`src/rtl/multi_cycle_control_if.sv`:
```
// Control bus between the multi-cycle FSM and the datapath.
// The FSM drives the master side; the datapath is the slave.
interface multi_cycle_control_if #(
   parameter int CNT_W = 16
);
   logic [5:0]       opcode;
   logic             zero;
   logic [2:0]       state;
   logic             pc_write;
   logic [1:0]       pc_src;
   logic             ir_write;
   logic             mem_read;
   logic             mem_write;
   logic             reg_write;
   logic             reg_dst;
   logic             mem_to_reg;
   logic             alu_src_a;
   logic             alu_src_b;
   logic             ext_sel;
   logic [1:0]       aluop;
   logic             halted;
   logic [CNT_W-1:0] instr_cnt;

   modport master (
      input  opcode, zero,
      output state, pc_write, pc_src, ir_write,
      output mem_read, mem_write, reg_write,
      output reg_dst, mem_to_reg, alu_src_a,
      output alu_src_b, ext_sel, aluop,
      output halted, instr_cnt
   );

   modport slave (
      output opcode, zero,
      input  state, pc_write, pc_src, ir_write,
      input  mem_read, mem_write, reg_write,
      input  reg_dst, mem_to_reg, alu_src_a,
      input  alu_src_b, ext_sel, aluop,
      input  halted, instr_cnt
   );
endinterface

```
`src/rtl/multi_cycle_control.sv`:
```
// Main control FSM of the multi-cycle CPU: IF/ID/EXE/MEM/WB
// sequencing, datapath selects, retire counter and HALT.
module multi_cycle_control #(
   parameter int CNT_W = 16
) (
   input  logic                  clk,
   input  logic                  rst_n,
   multi_cycle_control_if.master bus
);

   localparam logic [2:0] S_IF   = 3'd0;
   localparam logic [2:0] S_ID   = 3'd1;
   localparam logic [2:0] S_EXE  = 3'd2;
   localparam logic [2:0] S_MEM  = 3'd3;
   localparam logic [2:0] S_WB   = 3'd4;
   localparam logic [2:0] S_HALT = 3'd7;

   logic [2:0]       state_q, state_d;
   logic [CNT_W-1:0] cnt_q;
   logic             retire;

   logic is_r, is_sll, is_i, is_zext;
   logic is_lw, is_sw, is_beq, is_bne;
   logic is_bltz, is_j, is_halt;

   logic       pc_w, ir_w, mem_w, reg_w;
   logic       mem_r, rdst, m2r, src_a, src_b, ext;
   logic [1:0] pcs, aop;
   logic       hlt;

   // Opcode class decode; anything unmatched is a nop.
   always_comb begin
      is_r    = 1'b0;
      is_sll  = 1'b0;
      is_i    = 1'b0;
      is_zext = 1'b0;
      is_lw   = 1'b0;
      is_sw   = 1'b0;
      is_beq  = 1'b0;
      is_bne  = 1'b0;
      is_bltz = 1'b0;
      is_j    = 1'b0;
      is_halt = 1'b0;
      unique case (bus.opcode)
         6'b000000, 6'b000001,
         6'b010001, 6'b010011: is_r = 1'b1;
         6'b011000: begin
            is_r   = 1'b1;
            is_sll = 1'b1;
         end
         6'b000010, 6'b011100: is_i = 1'b1;
         6'b010000, 6'b010010: begin
            is_i    = 1'b1;
            is_zext = 1'b1;
         end
         6'b100110: is_sw   = 1'b1;
         6'b100111: is_lw   = 1'b1;
         6'b110000: is_beq  = 1'b1;
         6'b110001: is_bne  = 1'b1;
         6'b110010: is_bltz = 1'b1;
         6'b111000: is_j    = 1'b1;
         6'b111111: is_halt = 1'b1;
         default: ;
      endcase
   end

   // Per-state control outputs, next state and retire pulse.
   always_comb begin
      state_d = state_q;
      retire  = 1'b0;
      pc_w    = 1'b0;
      pcs     = 2'd0;
      ir_w    = 1'b0;
      mem_r   = 1'b0;
      mem_w   = 1'b0;
      reg_w   = 1'b0;
      rdst    = 1'b0;
      m2r     = 1'b0;
      src_a   = 1'b0;
      src_b   = 1'b0;
      ext     = 1'b0;
      aop     = 2'd0;
      hlt     = 1'b0;
      case (state_q)
         S_IF: begin
            ir_w    = 1'b1;
            pc_w    = 1'b1;
            state_d = S_ID;
         end
         S_ID: begin
            state_d = S_EXE;
            if (is_j) begin
               pc_w    = 1'b1;
               pcs     = 2'd2;
               state_d = S_IF;
               retire  = 1'b1;
            end else if (is_halt) begin
               state_d = S_HALT;
               retire  = 1'b1;
            end else if (!(is_r | is_i | is_lw | is_sw |
                           is_beq | is_bne | is_bltz)) begin
               state_d = S_IF;
               retire  = 1'b1;
            end
         end
         S_EXE: begin
            state_d = S_IF;
            unique case (1'b1)
               is_r: begin
                  aop     = 2'd2;
                  rdst    = 1'b1;
                  src_a   = is_sll;
                  state_d = S_WB;
               end
               is_i: begin
                  aop     = 2'd2;
                  src_b   = 1'b1;
                  ext     = ~is_zext;
                  state_d = S_WB;
               end
               is_lw, is_sw: begin
                  src_b   = 1'b1;
                  ext     = 1'b1;
                  state_d = S_MEM;
               end
               is_beq, is_bne: begin
                  aop    = 2'd1;
                  ext    = 1'b1;
                  pcs    = 2'd1;
                  pc_w   = is_beq ? bus.zero : ~bus.zero;
                  retire = 1'b1;
               end
               is_bltz: begin
                  aop    = 2'd2;
                  pcs    = 2'd1;
                  pc_w   = ~bus.zero;
                  retire = 1'b1;
               end
               default: ;
            endcase
         end
         S_MEM: begin
            if (is_sw) begin
               mem_w   = 1'b1;
               state_d = S_IF;
               retire  = 1'b1;
            end else begin
               mem_r   = 1'b1;
               state_d = S_WB;
            end
         end
         S_WB: begin
            reg_w   = 1'b1;
            rdst    = is_r;
            m2r     = is_lw;
            state_d = S_IF;
            retire  = 1'b1;
         end
         S_HALT: begin
            hlt     = 1'b1;
            state_d = S_HALT;
         end
         default: state_d = S_IF;
      endcase
   end

   // State register.
   always_ff @(posedge clk or negedge rst_n) begin
      if (!rst_n) state_q <= S_IF;
      else        state_q <= state_d;
   end

   // Retired-instruction counter, wraps naturally.
   always_ff @(posedge clk or negedge rst_n) begin
      if (!rst_n)      cnt_q <= '0;
      else if (retire) cnt_q <= cnt_q + 1'b1;
   end

   // Strobes are held off while reset is asserted.
   assign bus.pc_write   = pc_w  & rst_n;
   assign bus.ir_write   = ir_w  & rst_n;
   assign bus.mem_write  = mem_w & rst_n;
   assign bus.reg_write  = reg_w & rst_n;
   assign bus.state      = state_q;
   assign bus.pc_src     = pcs;
   assign bus.mem_read   = mem_r;
   assign bus.reg_dst    = rdst;
   assign bus.mem_to_reg = m2r;
   assign bus.alu_src_a  = src_a;
   assign bus.alu_src_b  = src_b;
   assign bus.ext_sel    = ext;
   assign bus.aluop      = aop;
   assign bus.halted     = hlt;
   assign bus.instr_cnt  = cnt_q;

endmodule
```
`src/flat_wrapper.sv`:
```
// flat-port wrapper written by rule: the top's interface ports become plain ports
module multi_cycle_control_flat 
#(
   parameter int CNT_W = 16
)
  (clk, rst_n, bus_opcode, bus_zero, bus_state, bus_pc_write, bus_pc_src, bus_ir_write, bus_mem_read, bus_mem_write, bus_reg_write, bus_reg_dst, bus_mem_to_reg, bus_alu_src_a, bus_alu_src_b, bus_ext_sel, bus_aluop, bus_halted, bus_instr_cnt);
  multi_cycle_control_if #(.CNT_W(CNT_W)) bus_i ();
  input  logic clk;
  input  logic rst_n;
  input wire logic [$bits(bus_i.opcode)-1:0] bus_opcode;
  input wire logic [$bits(bus_i.zero)-1:0] bus_zero;
  output wire logic [$bits(bus_i.state)-1:0] bus_state;
  output wire logic [$bits(bus_i.pc_write)-1:0] bus_pc_write;
  output wire logic [$bits(bus_i.pc_src)-1:0] bus_pc_src;
  output wire logic [$bits(bus_i.ir_write)-1:0] bus_ir_write;
  output wire logic [$bits(bus_i.mem_read)-1:0] bus_mem_read;
  output wire logic [$bits(bus_i.mem_write)-1:0] bus_mem_write;
  output wire logic [$bits(bus_i.reg_write)-1:0] bus_reg_write;
  output wire logic [$bits(bus_i.reg_dst)-1:0] bus_reg_dst;
  output wire logic [$bits(bus_i.mem_to_reg)-1:0] bus_mem_to_reg;
  output wire logic [$bits(bus_i.alu_src_a)-1:0] bus_alu_src_a;
  output wire logic [$bits(bus_i.alu_src_b)-1:0] bus_alu_src_b;
  output wire logic [$bits(bus_i.ext_sel)-1:0] bus_ext_sel;
  output wire logic [$bits(bus_i.aluop)-1:0] bus_aluop;
  output wire logic [$bits(bus_i.halted)-1:0] bus_halted;
  output wire logic [$bits(bus_i.instr_cnt)-1:0] bus_instr_cnt;
  assign bus_i.opcode = bus_opcode;
  assign bus_i.zero = bus_zero;
  assign bus_state = bus_i.state;
  assign bus_pc_write = bus_i.pc_write;
  assign bus_pc_src = bus_i.pc_src;
  assign bus_ir_write = bus_i.ir_write;
  assign bus_mem_read = bus_i.mem_read;
  assign bus_mem_write = bus_i.mem_write;
  assign bus_reg_write = bus_i.reg_write;
  assign bus_reg_dst = bus_i.reg_dst;
  assign bus_mem_to_reg = bus_i.mem_to_reg;
  assign bus_alu_src_a = bus_i.alu_src_a;
  assign bus_alu_src_b = bus_i.alu_src_b;
  assign bus_ext_sel = bus_i.ext_sel;
  assign bus_aluop = bus_i.aluop;
  assign bus_halted = bus_i.halted;
  assign bus_instr_cnt = bus_i.instr_cnt;
  multi_cycle_control #(.CNT_W(CNT_W)) u_core (.clk(clk), .rst_n(rst_n), .bus(bus_i));
endmodule
```
`config.mk`:
```
export PLATFORM = sky130hd
export DESIGN_NAME = multi_cycle_control_flat
export DESIGN_NICKNAME = d
export VERILOG_FILES = /design/src/rtl/multi_cycle_control_if.sv /design/src/rtl/multi_cycle_control.sv /design/src/flat_wrapper.sv
export SDC_FILE = /design/constraint.sdc
export NUM_CORES = 1
export LEC_CHECK = 0
export CORE_AREA = 2 2 66 80
export DETAILED_ROUTE_END_ITERATION = 16
export DIE_AREA = 0 0 68 82
export PLACE_DENSITY = 0.65
export SYNTH_ARGS = -nofsm -noshare
export SYNTH_HDL_FRONTEND = slang
export SYNTH_SLANG_ARGS = --single-unit
export TNS_END_PERCENT = 10
```
`constraint.sdc`:
```
create_clock -name clk -period 2.5 [get_ports clk]
set_input_delay 0.75 -clock clk [delete_from_list [all_inputs] [get_ports clk]]
set_output_delay 0.75 -clock clk [all_outputs]
set_load 0.005 [all_outputs]
```
# After elaboration in Yosys (flattened, before gate mapping)
# Cells that the tools add are included.
dict set report totals {
  ff_bits 19
  input_bits 9
  elab_cells 94
}
dict set report classes {
  n_addsub 1
  n_eq_ne 20
  n_mux 47
  n_bitwise 12
  reduce_logical 12
}
# op count
set op_table {}
lappend op_table {{$eq 6x6->1 const B} 7}
lappend op_table {{$eq 6x5->1 const B} 6}
lappend op_table {{$mux 1} 32}
lappend op_table {{$add 16x1->16 const B} 1}
lappend op_table {{$pmux 3 s5} 1}
lappend op_table {{$mux 3} 3}
lappend op_table {{$reduce_or 3->1} 3}
lappend op_table {{$pmux 2 s2} 2}
lappend op_table {{$reduce_or 2->1} 4}
lappend op_table {{$reduce_or 4->1} 2}
lappend op_table {{$eq 3x2->1 const B} 2}
lappend op_table {{$eq 3x3->1 const B} 2}
lappend op_table {{$eq 6x1->1 const B} 1}
lappend op_table {{$eq 6x2->1 const B} 1}
lappend op_table {{$logic_not 6->1} 1}
lappend op_table {{$mux 2} 3}
lappend op_table {{$or 1x1->1} 6}
lappend op_table {{$pmux 1 s2} 3}
lappend op_table {{$pmux 3 s2} 1}
lappend op_table {{$reduce_or 5->1} 1}
lappend op_table {{$and 1x1->1} 4}
lappend op_table {{$pmux 1 s4} 1}
lappend op_table {{$eq 3x1->1 const B} 1}
lappend op_table {{$logic_not 3->1} 1}
lappend op_table {{other kinds (2)} 3}

# Depth between registers and ports, before layout
dict set report logic_depth {
  ltp_word 13
  mapped_depth 8
  depth_no_buf 6
}

# Worst setup path after synthesis
# No wires, ideal clock.
dict set report synth_timing {
  kind {input to output}
  start {in bus_opcode[3]}
  end {out bus_alu_src_b}
  t_arrival_ns 1.847
  t_required_ns 1.750
  setup_slack_ns -0.097
  path_stages 4
  n_path_buf 1
  path_cell_list {buf_2 nor2_1 or4b_2 a21oi_1}
}
dict set report synth_between {
  elab_chain_len 6
  elab_cells_between_ends 13
}
# item line_no
set synth_rtl {}
lappend synth_rtl {{from (decl)} flat_wrapper.sv:10} ;# input wire logic [$bits(bus_i.opcode)-1:0] bus_opcode;
lappend synth_rtl {{$eq 6x2->1 or $eq 6x5->1 (tied branches)} multi_cycle_control.sv:44} ;# unique case (bus.opcode)
lappend synth_rtl {{$reduce_or 4->1 (no source line)} n/a}
lappend synth_rtl {{$mux 1} multi_cycle_control.sv:44}
lappend synth_rtl {{$reduce_or 3->1 (no source line) *} n/a}
lappend synth_rtl {{$mux 1 *} multi_cycle_control.sv:108} ;# unique case (1'b1)
lappend synth_rtl {{$mux 1 *} multi_cycle_control.sv:84} ;# case (state_q)
lappend synth_rtl {{to (decl)} flat_wrapper.sv:22} ;# output wire logic [$bits(bus_i.alu_src_b)-1:0] bus_alu_src_b;
# Every way passes the cells marked *; elsewhere a longest branch is shown, timed or not.

# Final worst setup path
dict set report layout_timing {
  start {in bus_opcode[1]}
  end {out bus_aluop[1]}
}
dict set report layout_between {
  elab_chain_len 6
  elab_cells_between_ends 23
}
# item line_no
set layout_rtl {}
lappend layout_rtl {{$eq 6x1->1 (tied with other cells)} multi_cycle_control.sv:44}
lappend layout_rtl {{$reduce_or 5->1 (no source line) or $reduce_or 4->1 (tied branches)} n/a}
lappend layout_rtl {{$mux 1} multi_cycle_control.sv:44}
lappend layout_rtl {{$reduce_or 3->1 (no source line)} n/a}
lappend layout_rtl {{$pmux 2 s2 *} multi_cycle_control.sv:108}
lappend layout_rtl {{$mux 2 *} multi_cycle_control.sv:84}
lappend layout_rtl {{to (decl)} flat_wrapper.sv:24} ;# output wire logic [$bits(bus_i.aluop)-1:0] bus_aluop;
# Marked as above.

==> impl_metrics.toml <==
[timing]
slew_headroom_pct = 69.5
tightest_slew_ps = 456
finalClockSkew_ps = 1.60
grt_setup_unrepaired = "true"
setup_viol_count_final = 1
holdWs_ps = 470
min_period_ps = 2540
clock.fmax_mhz = 394
slew_violations = 0
period_share_pct = 102
timing.final.ws_setup_ps = -37.5
hold_violations = 0

[layout]
nFillCells = 494
nNetsFinal = 241
antenna_cells = 0
layout-drive-gt1-share_pct = 41.3
layout_common_cells = "buf_4, clkdlybuf4s50_1, dfrtp_1"
final_common_cell = "buf_4"
fin_area_mm2 = 0.00220
syn2layout_area_growth_pct = 57.8

[critical_path]
crit_buf_inv = 4
reg2reg_slack_ps = 610
cp_common_cell = "buf_6"
cp-start-kind = "primary input"
critPathArrivalTime_ps = 1790
required_ps = 1750
crit_fanout = 7
crit_family = "buffers and inverters"
slowest_delay_ps = 220
cp_cell_sequence = "buf_6 > buf_4 > buf_6 > nand2_2 > a22o_1 > a32oi_1 > nor2_1 > clkdlybuf4s15_1"
critical_path.endpoint_type = "output port"
critPathKind = "in -> out"
critical_path.slowest_cell = "a22o_1"

[synth]
synth.area.mux_share_pct = 0.809
synth_top_family_by_area = "simple AND/OR/NAND/NOR gates"
syn_inst = 158
yosysWarnings = 0
synth_edf_count = 0
synthAdderAreaFrac_pct = 0.899
synth_compound_area_share_pct = 14.2
synth-xor-area-share_pct = 10.7
synthesis.nets = 168
syn_area_per_cell_um2 = 8.81
synth_ff_type = "dfrtp_1"
synth-simple-area-share_pct = 34.2
synth-seq-cells = 19
synthArstFlopShare_pct = 100
synth.distinct_cells = 45
ys_seq_area_share_pct = 34.2
syn-cell-area_mm2 = 0.00139

[grt]
grt_pass1_vias = 1377
grt_pass1_wl_mm = 6.29
grt_max_degree = 17
grt-ovfl-total = 0
grtUsageTotal_pct = 14.4
antenna_found_initial = 0

[power_and_ir_drop]
power.net_switching_mw = 0.580
p_int_mw = 0.913
p_leak_nw = 0.937
seqPwrFrac_pct = 36.4
pwr-share-clk_pct = 13.9
p_sw_share_pct = 38.8
p_per_area_mw_per_mm2 = 680
vdd_drop_max_mv = 0.481
pwr-share-comb_pct = 49.6

[clock_network]
worstSkewPairLatency_ps = 250
cts_inserted_buffers = 3
cts_max_path_buffers = 2
htreeDepth = 1
clk_transition_reported_paths_ps = 70
root_buffer = "clkbuf_8"
cts_tree = "built"
cts_hold_buf = 0
cts_sinks = 19

[flow_run]
max_cap_violations = 0

[route]
wl_per_cell_um = 13.3
vias = 1391
vias_per_cell = 4.80
post-route-drc-count = 0
postRouteAntennaNets = 0
dr.first_iter.drc_count = 33
dr.pass1.iters = 3
wirelength_mm = 3.84

[die]
start_util_pct = 28.8
die_w_um = 68
die_h_um = 82
dieArea_mm2 = 0.00558
pin_count = 43
coreArea_mm2 = 0.00483
row_count = 28

[status]
violations = "negative setup slack"
outcome = "finished with violations"

[place]
gp_congestion = 0.830
place_hpwl_mm = 2.95
portBuffers = 42
placed_area_mm2 = 0.00209

[worst_hold_path]
hp-class = "reg -> reg"
## power by group through the flow
stage	sequential, mW	clock (mW)	combinational (mW)
floorplan	0.512	0	0.399
global placement	0.538	0	0.723
detailed placement	0.536	0	0.736
CTS	0.540	0.215	0.751
global route	0.561	0.227	0.811
finish	0.544	0.208	0.741
## registers in the layout, indices dropped and copies added (netlist names)
name / flops
u_core.bus.instr_cnt: 16
u_core.bus.state: 3
## layout make-up
class	instances	area (um^2)	share of cell area [%]
flip-flops and latches	19	478	21.8
well taps	60	75.1	3.42
inverters	2	7.51	0.342
multi-input cells	127	938	42.7
repair buffers	78	652	29.7
clock buffers	4	45.0	2.05
## repair_timing
action / in CTS / in global routing
gates resized for setup: 91 / 12
pin swaps: 13 / 5
buffers inserted: 3 / 0
endpoints found under the setup margin: 30 / 14
cloned: 0 / 0
## synthesized netlist by cell type (2+ instances only)
cell type | instances | area, um^2
nor3b_1 | 3 | 22.5
buf_6 | 2 | 22.5
o21ai_0 | 5 | 25.0
nor3_1 | 5 | 25.0
clkbuf_1 | 2 | 7.51
nor3_2 | 7 | 70.1
nand4_1 | 2 | 12.5
xnor2_1 | 2 | 17.5
nand3_1 | 6 | 30.0
a21boi_0 | 2 | 15.0
nand2_1 | 20 | 75.1
nor4b_2 | 2 | 30.0
buf_2 | 5 | 25.0
nor2_1 | 20 | 75.1
dfrtp_1 | 19 | 475
a31oi_1 | 3 | 18.8
xor2_1 | 15 | 131
a21oi_1 | 8 | 40.0
inv_1 | 2 | 7.51
and2_1 | 2 | 12.5
and4bb_2 | 2 | 25.0
## per-layer routing
metal / wire (um) / global-route usage [%] / vias up
li1: - / - / 701
met4: 14 / 3.00 / 0
met5: 0 / 0 / -
met2: 2010 / 26.8 / 30
met3: 176 / 1.23 / 2
met1: 1640 / 17.7 / 658
## logic make-up (layout without fill, tap and decap cells)
group / Yosys count / after routing
flip-flops: 19 / 19
AO/OA/AOI/OAI: 27 / 27
adder cells (fa/ha/maj): 1 / 1
XOR/XNOR: 17 / 17
buffers and inverters: 12 / 84
multiplexers: 1 / 1
AND/OR/NAND/NOR: 81 / 81
## stage by stage
| stage | total power, mW | worst slack (ps) | instances | setup TNS, ps | utilization [%] |
|---|---|---|---|---|---|
| global route | 1.60 | -87.7 | 290 | -335 | 45.4 |
| floorplan | 0.911 | -23.9 | 158 | -23.9 | - |
| finish | 1.49 | -37.5 | 290 | -37.5 | 45.4 |
| detailed placement | 1.27 | -935 | 283 | -19570 | 43.1 |
| CTS | 1.51 | -81.5 | 290 | -200 | 45.5 |
| global placement | 1.26 | -966 | 283 | -19680 | 43.1 |
## worst paths after layout
check | from | cells after the start | to
setup / recovery | bus_opcode[1] | 8 | bus_aluop[1]
hold / removal | u_core.bus.instr_cnt[15] | 1 | u_core.bus.instr_cnt[15]
setup reg to reg | u_core.bus.state[1] | 5 | u_core.bus.instr_cnt[8]
hold reg to reg | u_core.bus.instr_cnt[15] | 1 | u_core.bus.instr_cnt[15]
max in group asynchronous | rst_n | 2 | u_core.bus.instr_cnt[12]
min in group asynchronous | rst_n | 2 | u_core.bus.state[2]
(Power assumes the default switching activity.)
